## config.mk

```make
export PLATFORM = sky130hd
export DESIGN_NAME = mem_port_arbiter
export DESIGN_NICKNAME = d
export VERILOG_FILES = /design/src/rtl/mem_port_arbiter_pkg.sv /design/src/rtl/mem_port_arbiter_starve_counter.sv /design/src/rtl/mem_port_arbiter.sv
export SDC_FILE = /design/constraint.sdc
export NUM_CORES = 1
export LEC_CHECK = 0
export CAP_MARGIN = 20
export CORE_AREA = 2 2 104 106
export DETAILED_ROUTE_END_ITERATION = 16
export DIE_AREA = 0 0 106 108
export GPL_ROUTABILITY_DRIVEN = 0
export PLACE_DENSITY = 0.65
export SKIP_CTS_REPAIR_TIMING = 1
export SLEW_MARGIN = 0
export SYNTH_ARGS = -nofsm -noshare
export SYNTH_HDL_FRONTEND = slang
export SYNTH_SLANG_ARGS = --single-unit
```

## constraint.sdc

```tcl
create_clock -name clk -period 4.9 [get_ports clk]
set_input_delay 0.98 -clock clk [delete_from_list [all_inputs] [get_ports clk]]
set_output_delay 0.98 -clock clk [all_outputs]
set_load 0.005 [all_outputs]
```

## src/rtl/mem_port_arbiter_pkg.sv

```systemverilog
// Shared types and constants for the IF/LS memory port arbiter.
package mem_port_arbiter_pkg;

  localparam int unsigned MEM_LAT_MAX = 8;
  // Latency counter must hold MEM_LAT_MAX; starvation counter must hold 15.
  localparam int unsigned CNT_W       = 4;
  localparam int unsigned STARVE_W    = 4;

  typedef enum logic {
    OWN_IF = 1'b0,
    OWN_LS = 1'b1
  } owner_t;

  typedef enum logic {
    ARB_IDLE = 1'b0,
    ARB_WAIT = 1'b1
  } arb_state_t;

  typedef enum logic {
    OP_LOAD  = 1'b0,
    OP_STORE = 1'b1
  } op_t;

endpackage

```

## src/rtl/mem_port_arbiter_starve_counter.sv

```systemverilog
// Saturating count of consecutive denied fetch-request cycles.
module arb_starve_counter
  import mem_port_arbiter_pkg::*;
#(
  parameter int unsigned STARVE_MAX = 4
) (
  input  logic clk,
  input  logic rst,
  input  logic inc,
  input  logic clr,
  output logic at_max
);

  logic [STARVE_W-1:0] cnt_q;

  // Clear wins over increment; hold once the limit is reached.
  always_ff @(posedge clk) begin
    if (rst) begin
      cnt_q <= '0;
    end else if (clr) begin
      cnt_q <= '0;
    end else if (inc && (cnt_q != STARVE_W'(STARVE_MAX))) begin
      cnt_q <= cnt_q + STARVE_W'(1);
    end
  end

  assign at_max = (cnt_q == STARVE_W'(STARVE_MAX));

endmodule

```

## src/rtl/mem_port_arbiter.sv

```systemverilog
// Single-port memory arbiter between instruction fetch (IF) and load/store (LS).
// One outstanding transaction, fixed memory latency tracked by a down-counter.
// Build option ARB_ROUND_ROBIN_EN: alternate priority on contention instead of
// fixed LS priority with an IF starvation guard.
module mem_port_arbiter
  import mem_port_arbiter_pkg::*;
#(
  parameter int unsigned ADDR_W     = 32,
  parameter int unsigned DATA_W     = 32,
  parameter int unsigned MEM_LAT    = 1,
  parameter int unsigned STARVE_MAX = 4
) (
  input  logic              clk,
  input  logic              rst,
  input  logic              if_req,
  input  logic [ADDR_W-1:0] if_addr,
  output logic              if_gnt,
  output logic              if_rvalid,
  output logic [DATA_W-1:0] if_rdata,
  input  logic              ls_req,
  input  logic              ls_we,
  input  logic [ADDR_W-1:0] ls_addr,
  input  logic [DATA_W-1:0] ls_wdata,
  output logic              ls_gnt,
  output logic              ls_rvalid,
  output logic [DATA_W-1:0] ls_rdata,
  output logic              mem_en,
  output logic              mem_we,
  output logic [ADDR_W-1:0] mem_addr,
  output logic [DATA_W-1:0] mem_wdata,
  input  logic [DATA_W-1:0] mem_rdata
);

  arb_state_t       state_q, state_d;
  owner_t           owner_q, owner_d;
  op_t              op_q, op_d;
  logic [CNT_W-1:0] cnt_q, cnt_d;
  logic             done;
  logic             can_issue;
  logic             win_ls;

`ifdef ARB_ROUND_ROBIN_EN
  owner_t last_q, last_d;
`else
  logic starve_max;

  // Fetch gets a guaranteed slot after STARVE_MAX consecutive denied cycles.
  arb_starve_counter #(
    .STARVE_MAX(STARVE_MAX)
  ) u_starve (
    .clk    (clk),
    .rst    (rst),
    .inc    (if_req & ~if_gnt),
    .clr    (if_gnt | ~if_req),
    .at_max (starve_max)
  );
`endif

  // State, owner and latency counter registers.
  always_ff @(posedge clk) begin
    if (rst) begin
      state_q <= ARB_IDLE;
      owner_q <= OWN_IF;
      op_q    <= OP_LOAD;
      cnt_q   <= '0;
`ifdef ARB_ROUND_ROBIN_EN
      last_q  <= OWN_IF;
`endif
    end else begin
      state_q <= state_d;
      owner_q <= owner_d;
      op_q    <= op_d;
      cnt_q   <= cnt_d;
`ifdef ARB_ROUND_ROBIN_EN
      last_q  <= last_d;
`endif
    end
  end

  // Completion, arbitration and memory-issue decode; everything quiet in reset.
  always_comb begin
    state_d   = state_q;
    owner_d   = owner_q;
    op_d      = op_q;
    cnt_d     = cnt_q;
    done      = 1'b0;
    can_issue = 1'b0;
    win_ls    = 1'b0;
    if_gnt    = 1'b0;
    ls_gnt    = 1'b0;
    if_rvalid = 1'b0;
    ls_rvalid = 1'b0;
    if_rdata  = '0;
    ls_rdata  = '0;
    mem_en    = 1'b0;
    mem_we    = 1'b0;
    mem_addr  = '0;
    mem_wdata = '0;
`ifdef ARB_ROUND_ROBIN_EN
    last_d    = last_q;
`endif

    if (!rst) begin
      done      = (state_q == ARB_WAIT) && (cnt_q == CNT_W'(1));
      can_issue = (state_q == ARB_IDLE) || done;

      if (state_q == ARB_WAIT) begin
        cnt_d = cnt_q - CNT_W'(1);
        if (done) begin
          state_d = ARB_IDLE;
        end
      end

      // Completion pulse for the current owner; stores return zero data.
      if (done) begin
        if (owner_q == OWN_IF) begin
          if_rvalid = 1'b1;
          if_rdata  = mem_rdata;
        end else begin
          ls_rvalid = 1'b1;
          ls_rdata  = (op_q == OP_STORE) ? '0 : mem_rdata;
        end
      end

`ifdef ARB_ROUND_ROBIN_EN
      win_ls = ls_req && (!if_req || (last_q == OWN_IF));
`else
      win_ls = ls_req && !(if_req && starve_max);
`endif

      if (can_issue && (if_req || ls_req)) begin
        mem_en  = 1'b1;
        cnt_d   = CNT_W'(MEM_LAT);
        state_d = ARB_WAIT;
        if (win_ls) begin
          ls_gnt    = 1'b1;
          mem_we    = ls_we;
          mem_addr  = ls_addr;
          mem_wdata = ls_wdata;
          owner_d   = OWN_LS;
          op_d      = ls_we ? OP_STORE : OP_LOAD;
        end else begin
          if_gnt    = 1'b1;
          mem_addr  = if_addr;
          owner_d   = OWN_IF;
          op_d      = OP_LOAD;
        end
`ifdef ARB_ROUND_ROBIN_EN
        last_d = owner_d;
`endif
      end
    end
  end

endmodule

```

### After elaboration in Yosys (flattened, before gate mapping)

Cells that the tools add are included.

| cells by class | value |
|---|---|
| add/sub/neg operators | 2 |
| eq/ne operators | 3 |
| muxes and demuxes | 37 |
| bitwise gates (word level) | 5 |
| reduce and logical (&&, ||, !) cells | 11 |

Operator list:

| operator | count |
|---|---|
| $mux 32 | 13 |
| $mux 1 | 24 |
| $logic_and 1x1->1 | 5 |
| $add 4x1->4 const B | 1 |
| $eq 4x1->1 const B | 1 |
| $eq 4x3->1 const B | 1 |
| $ne 4x3->1 const B | 1 |
| $reduce_or 2->1 | 2 |
| $sub 4x1->4 const B | 1 |
| $not 1->1 | 3 |
| $logic_or 1x1->1 | 2 |
| $reduce_bool 2->1 | 1 |
| $and 1x1->1 | 1 |
| $logic_not 1->1 | 1 |
| $or 1x1->1 | 1 |

| word-level totals | value |
|---|---|
| register bits after elaboration | 11 |
| input port bits | 133 |
| output and inout bits | 134 |
| word-level logic and storage cells | 64 |

### Depth between registers and ports, before layout

| logic depth | value |
|---|---|
| depth in word-level cells | 10 |
| gate-level depth with buffers | 8 |
| depth with buffers taken out | 5 |

### Modules after synthesis

Synthesis repeated with hierarchy kept, for this count alone.

| second synthesis, totals | value |
|---|---|
| cells, all modules | 287 |
| area, all modules | 1821.7 um2 |

Modules (own cells, without submodules):

| module | times used | cells an instance | area an instance (um2) | sequential area each (um2) |
|---|---|---|---|---|
| mem_port_arbiter | 1 | 262 | 1592.8 | 140.1 |
| arb_starve_counter | 1 | 25 | 229.0 | 80.1 |

### Least setup slack after synthesis

OpenSTA, ideal clock, no wires.

| timing | value |
|---|---|
| path kind | input-to-output |
| start | in ls_req |
| end | out mem_wdata[10] |
| data arrival time | 2035 ps |
| data required time | 3920 ps |
| setup slack | 1885 ps |
| stages | 5 |
| path buffers | 2 |
| cell sequence | buf_2 nor2b_1 o211a_1 clkbuf_1 and2_1 |

| on the way | value |
|---|---|
| cells in the longest elaborated chain, start to end | 4 |
| elaborated cells on any way between the ends | 6 |
| classes of those cells | mux (3); reduce/logical (3) |

Ends and longest elaborated chain:

| what | line | source |
|---|---|---|
| from (decl) | mem_port_arbiter.sv:20 | `input logic ls_req,` |
| $logic_and 1x1->1 / $logic_or 1x1->1 (equally long branches) | mem_port_arbiter.sv:128, mem_port_arbiter.sv:131 |  |
| $mux 32 / $logic_and 1x1->1 (equally long branches) | mem_port_arbiter.sv:135, mem_port_arbiter.sv:131 |  |
| $mux 32 * | mem_port_arbiter.sv:131 | `if (can_issue && (if_req \|\| ls_req)) begin` |
| $mux 32 * | mem_port_arbiter.sv:103 | `if (!rst) begin` |
| to (decl) | mem_port_arbiter.sv:30 | `output logic [DATA_W-1:0] mem_wdata,` |

Every way passes the cells marked *; elsewhere a longest branch is shown, timed or not.

### Worst setup path in the final report

| timing | value |
|---|---|
| start | in rst |
| end | out ls_rdata[5] |

| on the way | value |
|---|---|
| cells in the longest elaborated chain, start to end | 1 |

Ends and longest elaborated chain:

| what | line | source |
|---|---|---|
| from (decl) | mem_port_arbiter.sv:14 | `input logic rst,` |
| $mux 32 | mem_port_arbiter.sv:103 |  |
| to (decl) | mem_port_arbiter.sv:26 | `output logic [DATA_W-1:0] ls_rdata,` |

No other way between the ends.

==> summary.txt <==
Timing
  • Setup Viol. Count Final: 0
  • Slew Limit Fails: 0
  • Tmin final: 4.06 ns
  • Worst Tran Pin Value: 0.756 ns
  • Fin. Hold Viols: 0
  • Slew HR: 0.494
  • Fin Setup TNS: 0 ns
  • Setup Skew: 0.00149 ns
  • RSZ-0062 raised after global routing: false
  • Crit share post-route: 0.828
  • Fmax: 0.247 GHz

Layout
  • Layout net count: 710
  • Multi-input logic area: 0.00168 mm^2
  • Layout cell share with drive strength beyond 1: 0.0629
  • Final Instance Area: 0.00499 mm^2
  • Area growth from synthesis to layout: 127%
  • N_diodes: 0
  • Sequential cell area: 220 um^2
  • Core Util, Final: 0.488
  • Layout fillers: 1037

Worst setup path
  • Worst path most repeated cell: clkdlybuf4s50_1
  • R2R cell count: 5
  • R2R Path End: u_starve.cnt_q[2]
  • Critical path arrival: 3.08 ns
  • FF-to-FF Start: u_starve.cnt_q[0]
  • Cells along the critical path: clkdlybuf4s50_1, nand2b_1, nor4_4, buf_4, and2_1, clkdlybuf4s50_1
  • Worst Path Buf+Inv: 3
  • Crit path max-delay family: buffers and inverters
  • Crit Path Category: in2out
  • Worst Path Max Fanout: 32
  • CP startpoint kind: input port
  • Crit-path slowest cell: clkdlybuf4s50_1
  • Worst EP required: 3.92 ns
  • CP endpoint kind: output port
  • FF-to-FF setup slack: 2.86 ns
  • Critical Path Start: rst
  • CP peak stage delay: 0.61 ns

Synthesis
  • Post-synthesis cell type with the largest combined area: and2_1
  • Share of the synthesized area in the top cell type: 0.219
  • Syn Nets: 464
  • Warnings from Yosys: 0
  • EDFF count, synth: 0
  • Area contributors post-synth: and2_1 (22%), a211oi_1 (11%), o21a_1 (11%)
  • Mapped Area: 0.00220 mm^2
  • Avg Cell Area, Syn: 6.72 um^2
  • Register area share after synthesis: 0.100
  • Async S/R FF share, synth: 0
  • Cells after Synth: 327
  • Synth Flop Type: dfxtp_1
  • Post-synth cell types: 35
  • #FFs+latches synth: 11

Detailed routing
  • 1st-iter DRT viols: 152
  • Vias: 3121
  • Via-to-Cell Ratio: 4.41
  • DRT Pass-1 Iters: 4
  • Routed len/inst: 14.6 um
  • Drt drc: 0
  • Post-Route WL: 10.3 mm
  • Final ANT Viol Nets: 0

Clock network
  • Reg clk slew, reported paths: 0.05 ns
  • CTS tree: built
  • Root buffer cell: clkbuf_8
  • CTS Buffer Depth: 2
  • Worst-Skew Late Latency: 0.23 ns
  • H-tree depth: 1
  • Clock tree sinks: 11
  • TritonCTS Buffers: 3

Job
  • MaxCap Viol Count: 0

Pwr
  • Logic gate share of total power: 0.617
  • Int Power: 0.354 mW
  • Share of power burned in registers: 0.204
  • Switch share: 0.287
  • Pleak: 2.04 nW
  • Total power: 0.496 mW
  • Net Sw Power: 0.142 mW
  • Clock power frac: 0.179
  • Peak VDD IR: 0.0718 mV
  • Pwr/cell area: 99.3 mW/mm^2

Global routing
  • Vias in the first global route: 3029
  • Busiest layer in global routing: met2
  • Largest net degree at the start of global routing: 39
  • Met1 Use GR: 0.193
  • Total gr overflow: 0
  • First-pass GRT wire length: 15.7 mm
  • Total Routing Usage GR: 0.169
  • GRT met3 Usage: 0.0446
  • Met2 Use GR: 0.314
  • Initial antenna violation count: 0

Status
  • Outcome: completed

Floorplan
  • Row count: 37
  • Core Area: 0.0102 mm^2
  • Die Ht: 108 um
  • Starting density of the core: 0.215
  • IO Count: 267
  • Chip Width: 106 um
  • DIE AREA: 0.0114 mm^2

Hold path
  • Hold/Removal Path Class: reg2reg
  • Hold depth: 2
  • WHS Endpoint: u_starve.cnt_q[0]
  • Min-delay src: u_starve.cnt_q[0]

Placed design
  • Post-DP HPWL: 8.41 mm
  • Buffers added on ports: 266
  • Post-Place Cell Area: 0.00495 mm^2
-- kinds of logic (layout without fill, tap and decap cells) --
logic type	count (synthesis)	in the layout	synth area share
AOI/OAI and AO/OA	77	77	0.263
muxes	1	1	0.00456
and+or+nand+nor	158	158	0.463
DFF	11	11	0.100
buffers and inverters	73	318	0.134
adders and majority gates	4	4	0.0228
xor gates and xnor gates	3	3	0.0120
-- metal layers --
metal,wire length [um],vias up,part of all wire
li1,-,1586,-
met1,4010,1392,0.39
met2,5410,135,0.52
met3,777,8,0.075
met4,116,0,0.011
met5,0,-,0
-- placed cells by master (no fill, tap or decap), types with 3 or more instances in the layout --
master	netlist	routed
nand3_1	3	3
and2_1	77	77
a21oi_1	4	4
and3_1	34	34
ha_1	4	4
and2_2	20	20
a211oi_1	33	33
buf_4	1	9
clkbuf_8	0	3
nand2_1	5	5
clkdlybuf4s50_1	0	266
nor3_1	3	3
dfxtp_1	11	11
o21a_1	32	32
inv_1	39	39
nor2_1	5	5
-- flip-flops by register name, summed over array words and instances (netlist names) --
| signal | flops |
|---|---|
| owner_q | 1 |
| cnt_q | 4 |
| state_q | 1 |
| op_q | 1 |
| u_starve.cnt_q | 4 |
-- final cells by class --
type,count,share of cell area
clock buffers,4,0.00902
inverters,39,0.0293
multi-input cells,243,0.337
flip-flops and latches,11,0.0441
well taps,136,0.0341
repair buffers,275,0.547
-- worst max-delay path by stage --
stage / to / slack [ns] / depth (start not counted)
after global placement: ls_rdata[5] / 0.86 / 6
final: ls_rdata[5] / 0.84 / 6
after detailed placement: ls_rdata[5] / 0.82 / 6
after floorplan: mem_wdata[10] / 1.89 / 5
after global routing: ls_rdata[10] / 0.73 / 6
after CTS: ls_rdata[5] / 0.82 / 6
-- Yosys cell counts (3+ instances only) --
master     n
nor3_1     3
and3_1    34
ha_1       4
and2_1    77
buf_2      9
inv_1     39
nand3_1    3
o21a_1    32
clkbuf_2   5
dfxtp_1   11
a211oi_1  33
nand2_1    5
nor2_1     5
a21oi_1    4
clkbuf_1  19
and2_2    20
-- worst reg2reg max path, delay by kind of cell (launching register included) --
family	cells	cell delay, ns
buf+inv	1	0.09
compound gates	1	0.31
simple gates	2	0.98
fa+ha+maj	1	0.21
flops	1	0.33
-- per-stage QoR --
step / hold WS, ns / instances / setup WS (ns)
after global routing: 0.547 / 708 / 0.733
final: 0.516 / 708 / 0.844
after floorplan: 0.475 / 327 / 1.89
after global placement: 0.495 / 704 / 0.865
after CTS: 0.516 / 708 / 0.819
after detailed placement: 0.509 / 704 / 0.822
-- power groups by stage --
stage | combinational (mW) | sequential (mW) | clock [mW]
4_1_cts | 0.310 | 0.101 | 0.0910
3_3_place_gp | 0.305 | 0.103 | 0
2_1_floorplan | 0.108 | 0.101 | 0
3_5_place_dp | 0.308 | 0.103 | 0
6_report | 0.306 | 0.101 | 0.0890
5_1_grt | 0.332 | 0.102 | 0.0961
(Power assumes the default switching activity.)
